**src/rtl/instruction_fetch_unit_pkg.sv**
```systemverilog
// instruction_fetch_unit_pkg: shared widths, constants and the fetch-queue entry type
package instruction_fetch_unit_pkg;
  localparam int INSTR_W = 32;
  localparam int XLEN = 32;
  localparam logic [XLEN-1:0] PC_STEP = 32'd4;
  localparam logic [INSTR_W-1:0] NOP_INSTR = 32'h0000_0013;
  typedef struct packed {
    logic [XLEN-1:0]    pc;
    logic [INSTR_W-1:0] instr;
  } fetch_entry_t;
  function automatic logic [XLEN-1:0] align_pc(input logic [XLEN-1:0] a);
    return {a[XLEN-1:2], 2'b00};
  endfunction
endpackage

```
**src/rtl/instruction_fetch_unit_fetch_fifo.sv**
```systemverilog
// fetch_fifo: synchronous FIFO with flush; output reads as zero while empty
module fetch_fifo #(
  parameter int W = 64,
  parameter int DEPTH = 2
) (
  input  logic                   clk,
  input  logic                   rst_n,
  input  logic                   push,
  input  logic                   pop,
  input  logic                   flush,
  input  logic [W-1:0]           din,
  output logic [W-1:0]           dout,
  output logic [$clog2(DEPTH):0] count
);
  localparam int AW = $clog2(DEPTH);
  localparam int CW = AW + 1;
  logic [W-1:0] mem [DEPTH];
  logic [AW-1:0] wr_ptr, rd_ptr;
  always_ff @(posedge clk or negedge rst_n) begin
    if (!rst_n) begin
      wr_ptr <= '0;
      rd_ptr <= '0;
      count <= '0;
    end else if (flush) begin
      wr_ptr <= '0;
      rd_ptr <= '0;
      count <= '0;
    end else begin
      if (push) wr_ptr <= wr_ptr + 1'b1;
      if (pop) rd_ptr <= rd_ptr + 1'b1;
      count <= count + CW'(push) - CW'(pop);
    end
  end
  always_ff @(posedge clk) begin
    if (push && !flush) mem[wr_ptr] <= din;
  end
  assign dout = (count != '0) ? mem[rd_ptr] : '0;
endmodule

```
**src/rtl/instruction_fetch_unit.sv**
```systemverilog
// instruction_fetch_unit: PC owner, imem read, fetch queue toward decode, redirect flush.
// Optional FETCH_STATS_EN adds stat_fetched/stat_flushes counters.
module instruction_fetch_unit
  import instruction_fetch_unit_pkg::*;
#(
  parameter logic [31:0] RESET_PC = 32'h0000_0000,
  parameter int FIFO_DEPTH = 2
) (
  input  logic               clk,
  input  logic               rst_n,
  input  logic               fetch_en,
  output logic [XLEN-1:0]    imem_pc,
  input  logic [INSTR_W-1:0] imem_instr,
  input  logic               redirect_valid,
  input  logic [XLEN-1:0]    redirect_pc,
  output logic               if_valid,
  input  logic               if_ready,
  output logic [INSTR_W-1:0] if_instr,
  output logic [XLEN-1:0]    if_pc,
  output logic               misalign_err
`ifdef FETCH_STATS_EN
  ,
  output logic [31:0]        stat_fetched,
  output logic [15:0]        stat_flushes
`endif
);
  localparam int CW = $clog2(FIFO_DEPTH) + 1;
  logic [XLEN-1:0] pc;
  logic [CW-1:0] count;
  logic deq, enq;
  fetch_entry_t din, head;
  assign imem_pc = pc;
  assign if_valid = count != '0;
  assign deq = if_valid && if_ready;
  assign enq = fetch_en && !redirect_valid && (count < CW'(FIFO_DEPTH) || deq);
  assign din = '{pc: pc, instr: imem_instr};
  assign if_instr = head.instr;
  assign if_pc = head.pc;
  always_ff @(posedge clk or negedge rst_n) begin
    if (!rst_n) begin
      pc <= RESET_PC;
      misalign_err <= 1'b0;
    end else if (redirect_valid) begin
      pc <= align_pc(redirect_pc);
      if (|redirect_pc[1:0]) misalign_err <= 1'b1;
    end else if (enq) begin
      pc <= pc + PC_STEP;
    end
  end
  fetch_fifo #(.W($bits(fetch_entry_t)), .DEPTH(FIFO_DEPTH)) u_fifo (
    .clk   (clk),
    .rst_n (rst_n),
    .push  (enq),
    .pop   (deq),
    .flush (redirect_valid),
    .din   (din),
    .dout  (head),
    .count (count)
  );
`ifdef FETCH_STATS_EN
  always_ff @(posedge clk or negedge rst_n) begin
    if (!rst_n) begin
      stat_fetched <= '0;
      stat_flushes <= '0;
    end else begin
      stat_fetched <= stat_fetched + 32'(enq);
      stat_flushes <= stat_flushes + 16'(redirect_valid);
    end
  end
`endif
endmodule

```
**config.mk**
```make
export PLATFORM = sky130hd
export DESIGN_NAME = instruction_fetch_unit
export DESIGN_NICKNAME = d
export VERILOG_FILES = /design/src/rtl/instruction_fetch_unit_pkg.sv /design/src/rtl/instruction_fetch_unit_fetch_fifo.sv /design/src/rtl/instruction_fetch_unit.sv
export SDC_FILE = /design/constraint.sdc
export NUM_CORES = 1
export LEC_CHECK = 0
export ABC_AREA = 1
export CAP_MARGIN = 10
export CORE_AREA = 3 3 130 132
export CTS_CLUSTER_SIZE = 40
export DETAILED_ROUTE_END_ITERATION = 10
export DIE_AREA = 0 0 133 135
export PLACE_DENSITY = 0.77
export REMOVE_ABC_BUFFERS = 1
export SLEW_MARGIN = 20
export SYNTH_ARGS = -nofsm -noshare
export SYNTH_HDL_FRONTEND = slang
export SYNTH_HIERARCHICAL = 1
export SYNTH_SLANG_ARGS = --single-unit
export TNS_END_PERCENT = 5
```
**constraint.sdc**
```tcl
create_clock -name clk -period 4.5 [get_ports clk]
set_input_delay 0.9 -clock clk [delete_from_list [all_inputs] [get_ports clk]]
set_output_delay 0.9 -clock clk [all_outputs]
set_load 0.02 [all_outputs]
```
### Word-level counts from Yosys, hierarchy flattened

Memories as Yosys holds them, arrays and structs flattened.
Index checks and enable logic that the tools add are counted.

| operators by class | value |
|---|---|
| reduce and logical (&&, ||, !) cells | 11 |
| $add $sub $neg | 5 |
| magnitude comparators | 1 |
| multiplexer cells | 10 |

Operators with widths:

| kind | count |
|---|---|
| $mux 32 | 2 |
| $mux 64 | 1 |
| $add 32x3->32 const B | 1 |
| $mux 1 | 6 |
| $reduce_bool 2->1 | 3 |
| $logic_and 1x1->1 | 4 |
| $add 1x1->1 const B | 2 |
| $add 2x1->2 | 1 |
| $lt 2x2->1 const B | 1 |
| $mux 2 | 1 |
| $reduce_and 2->1 | 1 |
| $reduce_or 2->1 | 1 |
| $sub 2x1->2 | 1 |
| $logic_not 1->1 | 1 |
| $logic_or 1x1->1 | 1 |

| storage, ports and cells | value |
|---|---|
| register bits | 37 |
| memories kept | 1 |
| output and inout bits | 98 |
| RAM bits | 128 |
| word-level logic and storage cells | 33 |

Memories:

| memory | depth | bits a word | read ports | clocked after memory_dff | wr ports | line | RTL |
|---|---|---|---|---|---|---|---|
| u_fifo.mem | 2 | 64 | 1 | 0 | 1 | instruction_fetch_unit_fetch_fifo.sv:17 | `logic [W-1:0] mem [DEPTH];` |

### Logic depth before layout (Yosys ltp)

Gate-level depths: netlist of the first run.

| logic depth | value |
|---|---|
| word-level depth | 7 |
| depth in mapped cells | 12 |
| mapped depth without buffers | 10 |

### Hierarchy

The synthesis of the first run kept the hierarchy.

By module, submodules not included:

| module | cells each | times used | area an instance (µm²) |
|---|---|---|---|
| fetch_fifo | 368 | 1 | 4988.5 |
| instruction_fetch_unit | 357 | 1 | 2298.5 |

### Least setup slack after synthesis of the first run

OpenSTA, ideal clock, no wires.

| path | value |
|---|---|
| path type | input port to flip-flop |
| start point | input port redirect_valid |
| end point | memory u_fifo.mem[0][0], enable pin |
| slack | -283 ps |
| arrival | 4297 ps |
| cell stages on the path | 7 |
| buffers on the path | 2 |
| path through | inv_2 nand2_1 a21oi_2 buf_4 buf_2 nand2_1 nor2_1 |

| on the way | value |
|---|---|
| word-level cells in the longest chain between the ends | 6 |

RTL lines:

| element | line | RTL |
|---|---|---|
| from (decl) | instruction_fetch_unit.sv:14 | `input logic redirect_valid,` |
| $logic_not 1->1 | instruction_fetch_unit.sv:35 | `assign enq = fetch_en && !redirect_valid && (count < CW'(FIFO_DEPTH) \|\| deq);` |
| $logic_and 1x1->1 (2 in series) | instruction_fetch_unit.sv:35 |  |
| net enq | instruction_fetch_unit.sv:30 | `logic deq, enq;` |
| $logic_and 1x1->1 | instruction_fetch_unit_fetch_fifo.sv:35 | `if (push && !flush) mem[wr_ptr] <= din;` |
| $mux 1 | instruction_fetch_unit_fetch_fifo.sv:35 |  |
| $mux 1 (implied by the code) | instruction_fetch_unit_fetch_fifo.sv:35 |  |
| to (decl) | instruction_fetch_unit_fetch_fifo.sv:17 |  |

The timed path passes the listed nets, and every way through them passes these cells.

### Final worst setup path of the first run

| path | value |
|---|---|
| start point | register u_fifo.rd_ptr |
| end point | output port if_pc[8] |

| on the way | value |
|---|---|
| word-level cells in the longest chain between the ends | 2 |

RTL lines:

| element | line | RTL |
|---|---|---|
| from (decl) | instruction_fetch_unit_fetch_fifo.sv:18 | `logic [AW-1:0] wr_ptr, rd_ptr;` |
| from (signal assigned) | instruction_fetch_unit_fetch_fifo.sv:30 | `if (pop) rd_ptr <= rd_ptr + 1'b1;` |
| $mem_v2 2x64 | n/a |  |
| $mux 64 | instruction_fetch_unit_fetch_fifo.sv:37 | `assign dout = (count != '0) ? mem[rd_ptr] : '0;` |
| to (decl) | instruction_fetch_unit.sv:19 | `output logic [XLEN-1:0] if_pc,` |

No other way between the ends.

==> results of run 1 <==
==> stage by stage <==
step	setup slack, ps	hold WS [ps]	total power (µW)	cell area [µm²]
final	919	474	4970	9690
after global routing	744	511	5220	9690
after CTS	859	482	5020	9690
after detailed placement	1330	468	3670	9130
after global placement	1330	462	3630	9130
after floorplan	-573	481	2770	7120
==> how the worst min path moves through the flow <==
stage                     slack (ps)           from       endpoint
after floorplan                  480  u_fifo/wr_ptr  u_fifo/wr_ptr
after global placement           460   misalign_err   misalign_err
after detailed placement         470   misalign_err   misalign_err
after CTS                        480   misalign_err   misalign_err
after global routing             510   misalign_err   misalign_err
final                            470   misalign_err   misalign_err
==> registers in the layout, indices dropped and copies added (netlist names) <==
register / cells
imem_pc: 30
u_fifo/count: 2
misalign_err: 1
u_fifo/mem: 128
u_fifo/rd_ptr: 1
u_fifo/wr_ptr: 1
==> per-layer routing <==
| metal | vias to the layer above | share of wire [%] |
|---|---|---|
| met5 | - | 0 |
| met4 | 0 | 2.0 |
| met3 | 28 | 5.5 |
| met2 | 180 | 51 |
| met1 | 2622 | 42 |
| li1 | 2741 | - |
==> cell type report <==
class	instances	area share, %
clock buffer	22	4.90
inverter	51	1.98
timing repair buffer	174	17.7
multi-input combinational	487	23.1
tap	216	2.79
clock inverter	10	0.866
sequential	163	48.7
==> where the power goes <==
group	total, µW	switching (µW)	internal (µW)
sequential	1860	117	1740
clock	1350	554	798
combinational	1760	1040	719
total	4970	1710	3260
==> Yosys cell counts (2+ instances only) <==
library cell,count
nand2_1,268
edfxtp_1,128
a21oi_1,67
nand3_1,50
inv_1,47
dfrtp_1,35
nor2_1,33
buf_2,16
o21ai_0,13
o21bai_1,9
nor2_4,7
buf_4,6
nand2_2,6
nor2_2,5
o211ai_1,5
xnor2_1,5
buf_6,4
inv_2,4
clkbuf_1,3
ha_1,3
nand2_4,3
o21ai_1,3
and2_1,2
==> cells by family after synthesis <==
group,share of synthesized area [%]
AOI/OAI and AO/OA,7.35
xor gates and xnor gates,0.601
adders and majority gates,0.515
buffers and inverters,5.12
DFF,64.8
other,0.0515
and+or+nand+nor,21.6
==> worst reg2reg max path, delay by kind of cell (launching register included) <==
kind	cells	cell delay [ps]
buf+inv	3	510
fa+ha+maj	2	490
flops	1	450
compound gates	2	300
simple gates	1	60
==> impl_metrics.csv, run 1 <==
group,metric,value,unit
die,core_area,15800,µm²
detailed_routing,vias,5571,
clock_network,post_cts_buffers,0,
placement,io_buffers,164,
clock_network,clk_pin_slew,60,ps
worst_setup_path,path_max_fanout,38,
worst_setup_path,crit_family,"buffers and inverters",
worst_setup_path,critPathMaxStageDelay,640,ps
synth,synth_cell_types,26,
power_and_ir_drop,irDropWorstVdd,0.278,mV
layout,area_growth,32.9,%
grt,overflow,0,
worst_hold_path,hold_depth,1,
worst_setup_path,cp.buffers_inverters,3,
detailed_routing,totalWireLength,17.6,mm
worst_setup_path,ff2ff_path_depth,8,
placement,dp.cells,1091,
worst_setup_path,startpoint,"u_fifo/rd_ptr",
die,initial_core_util,46.0,%
grt,grtUsageMet2,34.6,%
placement,routabilityCongestion,0.799,
clock_network,cts_root_buf,"clkbuf_16",
sta,slew_violations,0,
layout,regArea,4720,µm²
detailed_routing,drt-vias-per-instance,4.96,
clock_network,cts-hold-fix-buffers,0,
die,fp-row-count,46,
job,cap_violations,0,
layout,final_cells,1123,
sta,worstMarginPinSlew,841,ps
sta,grt_setup_unrepaired,"no",
layout,final_core_util,61.2,%
layout,final_net_count,966,
detailed_routing,firstDrtPassIters,5,
die,dieArea,18000,µm²
die,ioPinCount,167,
worst_setup_path,r2r-start,"u_fifo/count[1]",
grt,grtUsageMet1,25.4,%
worst_setup_path,crit_end,"if_pc[8]",
grt,grt_use_total,20.3,%
synth,netlist.area_leader.share,52.7,%
sta,fin_crit_sh,79.6,%
sta,fmax,279,MHz
sta,setup_violations,0,
grt,grt_first_pass_wirelength,28.1,mm
synth,synth_edf_count,128,
grt,grt_busiest_layer,"met2",
grt,grt_start_max_net_pins,67,
synth,yosys_warnings,6,
layout,layout_common_cells,"268 x nand2_1, 163 x clkdlybuf4s50_1, 128 x edfxtp_1",
die,dieWidth,133,µm
clock_network,cts.sinks,163,
synth,seq_area_frac_synth,64.8,%
worst_setup_path,cp-start-kind,"flop",
detailed_routing,drt_iter0_drc,438,
synth,synth_seq_cells,163,
worst_setup_path,cp_cell_sequence,"inv_2, buf_4, nand2_1, a21oi_1, clkdlybuf4s50_1",
layout,layout.cells.most_common,"nand2_1",
synth,synthTopCellsByArea,"edfxtp_1 53%, nand2_1 14%, dfrtp_1 12%",
worst_setup_path,critPathKind,"flop to primary output",
grt,grtUsageMet3,4.58,%
worst_setup_path,r2r_slack,2580,ps
synth,synthCells,725,
detailed_routing,remaining_drc_errors,0,
sta,skew,11.4,ps
power_and_ir_drop,leakage,0.00368,µW
detailed_routing,avgRoutedWirePerCell,15.7,µm
grt,antenna_found_initial,0,
synth,syn_area,7290,µm²
layout,fillCellCount,1315,
grt,grt_pass1_vias,5438,
layout,n_antenna_cell,0,
clock_network,clockBufferDepth,2,
sta,hold_viol_final,0,
power_and_ir_drop,pwr_density_cell,513,nW/µm²
synth,synth.avg_cell_area,10.1,µm²
synth,synth_ff_type,"edfxtp_1",
run_status,outcome,"complete, no violations",
worst_setup_path,critPathArrivalTime,2680,ps
synth,yosysTopAreaCell,"edfxtp_1",
clock_network,insertion_delay,430,ps
clock_network,cts_resized,0,
layout,drive_gt1_share,7.61,%
placement,hpwl,11.5,mm
clock_network,cts_max_level,4,
detailed_routing,ant_nets,0,
worst_setup_path,cp-end-kind,"primary output",
die,dieHeight,135,µm
clock_network,cts_tree,"yes",
layout,multi_input_area,2230,µm²
worst_setup_path,reg2reg_to,"u_fifo/count[1]",
worst_setup_path,crit_slowest_cell,"clkdlybuf4s50_1",
worst_setup_path,cp_data_required_time,3600,ps
sta,setup_tns,0,ps
sta,maxSlewHeadroom,43.9,%
synth,async_reset_ff_share,21.5,%
worst_hold_path,hold_path_class,"flop to flop",
worst_setup_path,path_depth,5,
sta,period_minus_slack,3580,ps
clock_network,cts_buffers,17,
Note: power is estimated with default switching activity, not from simulation.
==> run 2, diff against run 1 <==
- CORE_AREA: 3 3 130 132 -> 3 3 125 127
- DIE_AREA: 0 0 133 135 -> 0 0 128 130
- PLACE_DENSITY: 0.77 -> 0.79
- clock period: 4.5 -> 3.55 ns (I/O delays scaled with it)
==> run 2 against run 1 <==
Compared with the run above: clock power up 27%; sequential power up 27%; sequential cell count stayed put; clock skew is 4.5 ps lower; highest routed layer unchanged; die area decreased by 7.3%; worst setup slack lost 600 ps; largest power group unchanged.
==> impl_metrics.csv, run 2 (synthesis gave the netlist of run 1 again) <==
group,metric,value,unit
grt,grt_first_pass_wirelength,27.5,mm
worst_setup_path,cp_cell_sequence,"inv_2, buf_4, nand2_1, a21oi_1, clkdlybuf4s50_1",
layout,layout_common_cells,"268 x nand2_1, 163 x clkdlybuf4s50_1, 128 x edfxtp_1",
detailed_routing,avgRoutedWirePerCell,15.9,µm
clock_network,cts_resized,0,
layout,area_growth,32.8,%
sta,setup_slack,317,ps
worst_setup_path,critPathMaxStageDelay,640,ps
clock_network,cts-hold-fix-buffers,0,
sta,worstMarginPinSlew,826,ps
layout,drive_gt1_share,7.82,%
clock_network,cts_buffers,17,
worst_setup_path,cp-end-kind,"primary output",
worst_setup_path,critPathArrivalTime,2520,ps
layout,registers.top_by_ff_count,"u_fifo/mem",
detailed_routing,drt_iter0_drc,422,
detailed_routing,ant_nets,0,
power_and_ir_drop,power_switching,2230,µW
sta,fmax,309,MHz
die,ioPinCount,167,
die,core_area,14500,µm²
placement,routabilityCongestion,0.905,
die,initial_core_util,50.1,%
detailed_routing,remaining_drc_errors,0,
power_and_ir_drop,p_sw_share,35.1,%
power_and_ir_drop,irDropWorstVdd,0.379,mV
worst_setup_path,critPathKind,"flop to primary output",
clock_network,post_cts_buffers,0,
detailed_routing,totalWireLength,17.3,mm
job,cap_violations,0,
sta,setup_violations,0,
detailed_routing,firstDrtPassIters,5,
die,fp-row-count,44,
placement,io_buffers,164,
die,dieHeight,130,µm
worst_setup_path,path_max_fanout,23,
die,dieArea,16600,µm²
clock_network,cts_root_buf,"clkbuf_16",
worst_setup_path,crit_slowest_cell,"clkdlybuf4s50_1",
clock_network,cts.sinks,163,
detailed_routing,drt-vias-per-instance,5.13,
clock_network,clk_pin_slew,70,ps
placement,hpwl,11.6,mm
grt,overflow,0,
clock_network,insertion_delay,420,ps
clock_network,clockBufferDepth,2,
sta,skew,6.97,ps
layout,layout.cells.most_common,"nand2_1",
sta,grt_setup_unrepaired,"no",
power_and_ir_drop,seqPwrFrac,37.2,%
grt,grt_busiest_layer,"met2",
power_and_ir_drop,totalPowerFinal,6340,µW
layout,final_net_count,967,
placement,place_ws,737,ps
sta,maxSlewHeadroom,44.9,%
worst_setup_path,cp_data_required_time,2840,ps
grt,grtUsageMet2,36.3,%
layout,n_antenna_cell,0,
clock_network,cts_max_level,4,
power_and_ir_drop,pwr_density_cell,655,nW/µm²
sta,setup_tns,0,ps
grt,grt_start_max_net_pins,67,
die,dieWidth,128,µm
grt,antenna_found_initial,0,
grt,grt_pass1_vias,5336,
grt,grtUsageMet1,28.3,%
sta,fin_crit_sh,91.1,%
worst_setup_path,cp-start-kind,"flop",
layout,largest_register_ffs,128,
sta,hold_viol_final,0,
worst_hold_path,hold_path_class,"primary input to asynchronous set/reset pin",
sta,period_minus_slack,3230,ps
grt,grt_use_total,21.4,%
detailed_routing,vias,5600,
power_and_ir_drop,comb_power_share,35.7,%
sta,slew_violations,0,
run_status,outcome,"complete, no violations",
worst_setup_path,ff2ff_path_depth,9,
power_and_ir_drop,clockPowerShare,27.2,%
clock_network,cts_tree,"yes",
power_and_ir_drop,leakage,0.00370,µW
grt,grtUsageMet3,3.97,%
power_and_ir_drop,power.internal,4110,µW
run 2: changes by cell type in the layout (fill, tap and decap cells not counted), moves of 2 or more:
cell and change:
clkinv_4 +4, clkinvlp_4 -3, buf_12 +2, clkbuf_1 -2, clkbuf_8 -3, inv_6 +3
run 2: per-layer routing:
layer,vias to the layer above,part of all wire (%)
li1,2748,-
met1,2630,42
met2,197,50
met3,25,6.4
met4,0,1.6
met5,-,0
run 2: path summary, 6_finish.rpt:
path,startpoint,endpoint,slack [ps]
max,u_fifo/rd_ptr,if_pc[19],320
min,rst_n,u_fifo/wr_ptr,390
max reg2reg,u_fifo/count[1],u_fifo/count[1],1700
min reg2reg,misalign_err,misalign_err,480
max in group asynchronous,rst_n,u_fifo/rd_ptr,2600
min in group clk,misalign_err,misalign_err,480
run 2: power by group through the flow:
stage,combinational [µW],sequential (µW),clock [µW]
after floorplan,1050,2460,0
after global placement,2250,2390,0
after detailed placement,2270,2390,0
after CTS,2290,2350,1750
after global routing,2450,2380,1830
final,2260,2360,1720
run 2: final cells by class:
class                   instances  area (µm²)
inverters                      51         191
clock buffers                  17         425
flip-flops and latches        163        4720
fillers                      1132        4860
well taps                     184         230
multi-input cells             487        2230
repair buffers                175        1740
clock inverters                15         133
run 2: stage by stage:
| step | hold WS (ps) | util (%) | cell area (µm²) | instances |
|---|---|---|---|---|
| 2_1_floorplan | 414 | - | 7120 | 701 |
| 5_1_grt | 442 | 66.6 | 9680 | 1092 |
| 3_3_place_gp | 489 | 62.7 | 9120 | 1060 |
| 4_1_cts | 401 | 66.6 | 9680 | 1092 |
| 6_report | 389 | 66.6 | 9680 | 1092 |
| 3_5_place_dp | 465 | 62.7 | 9120 | 1060 |
run 2: worst max-delay path, delay by kind of cell (launching register included):
family,cells,cell delay [ps]
flip-flops,1,410
AO/OA/AOI/OAI,1,210
buffers and inverters,3,1360
AND/OR/NAND/NOR,1,90
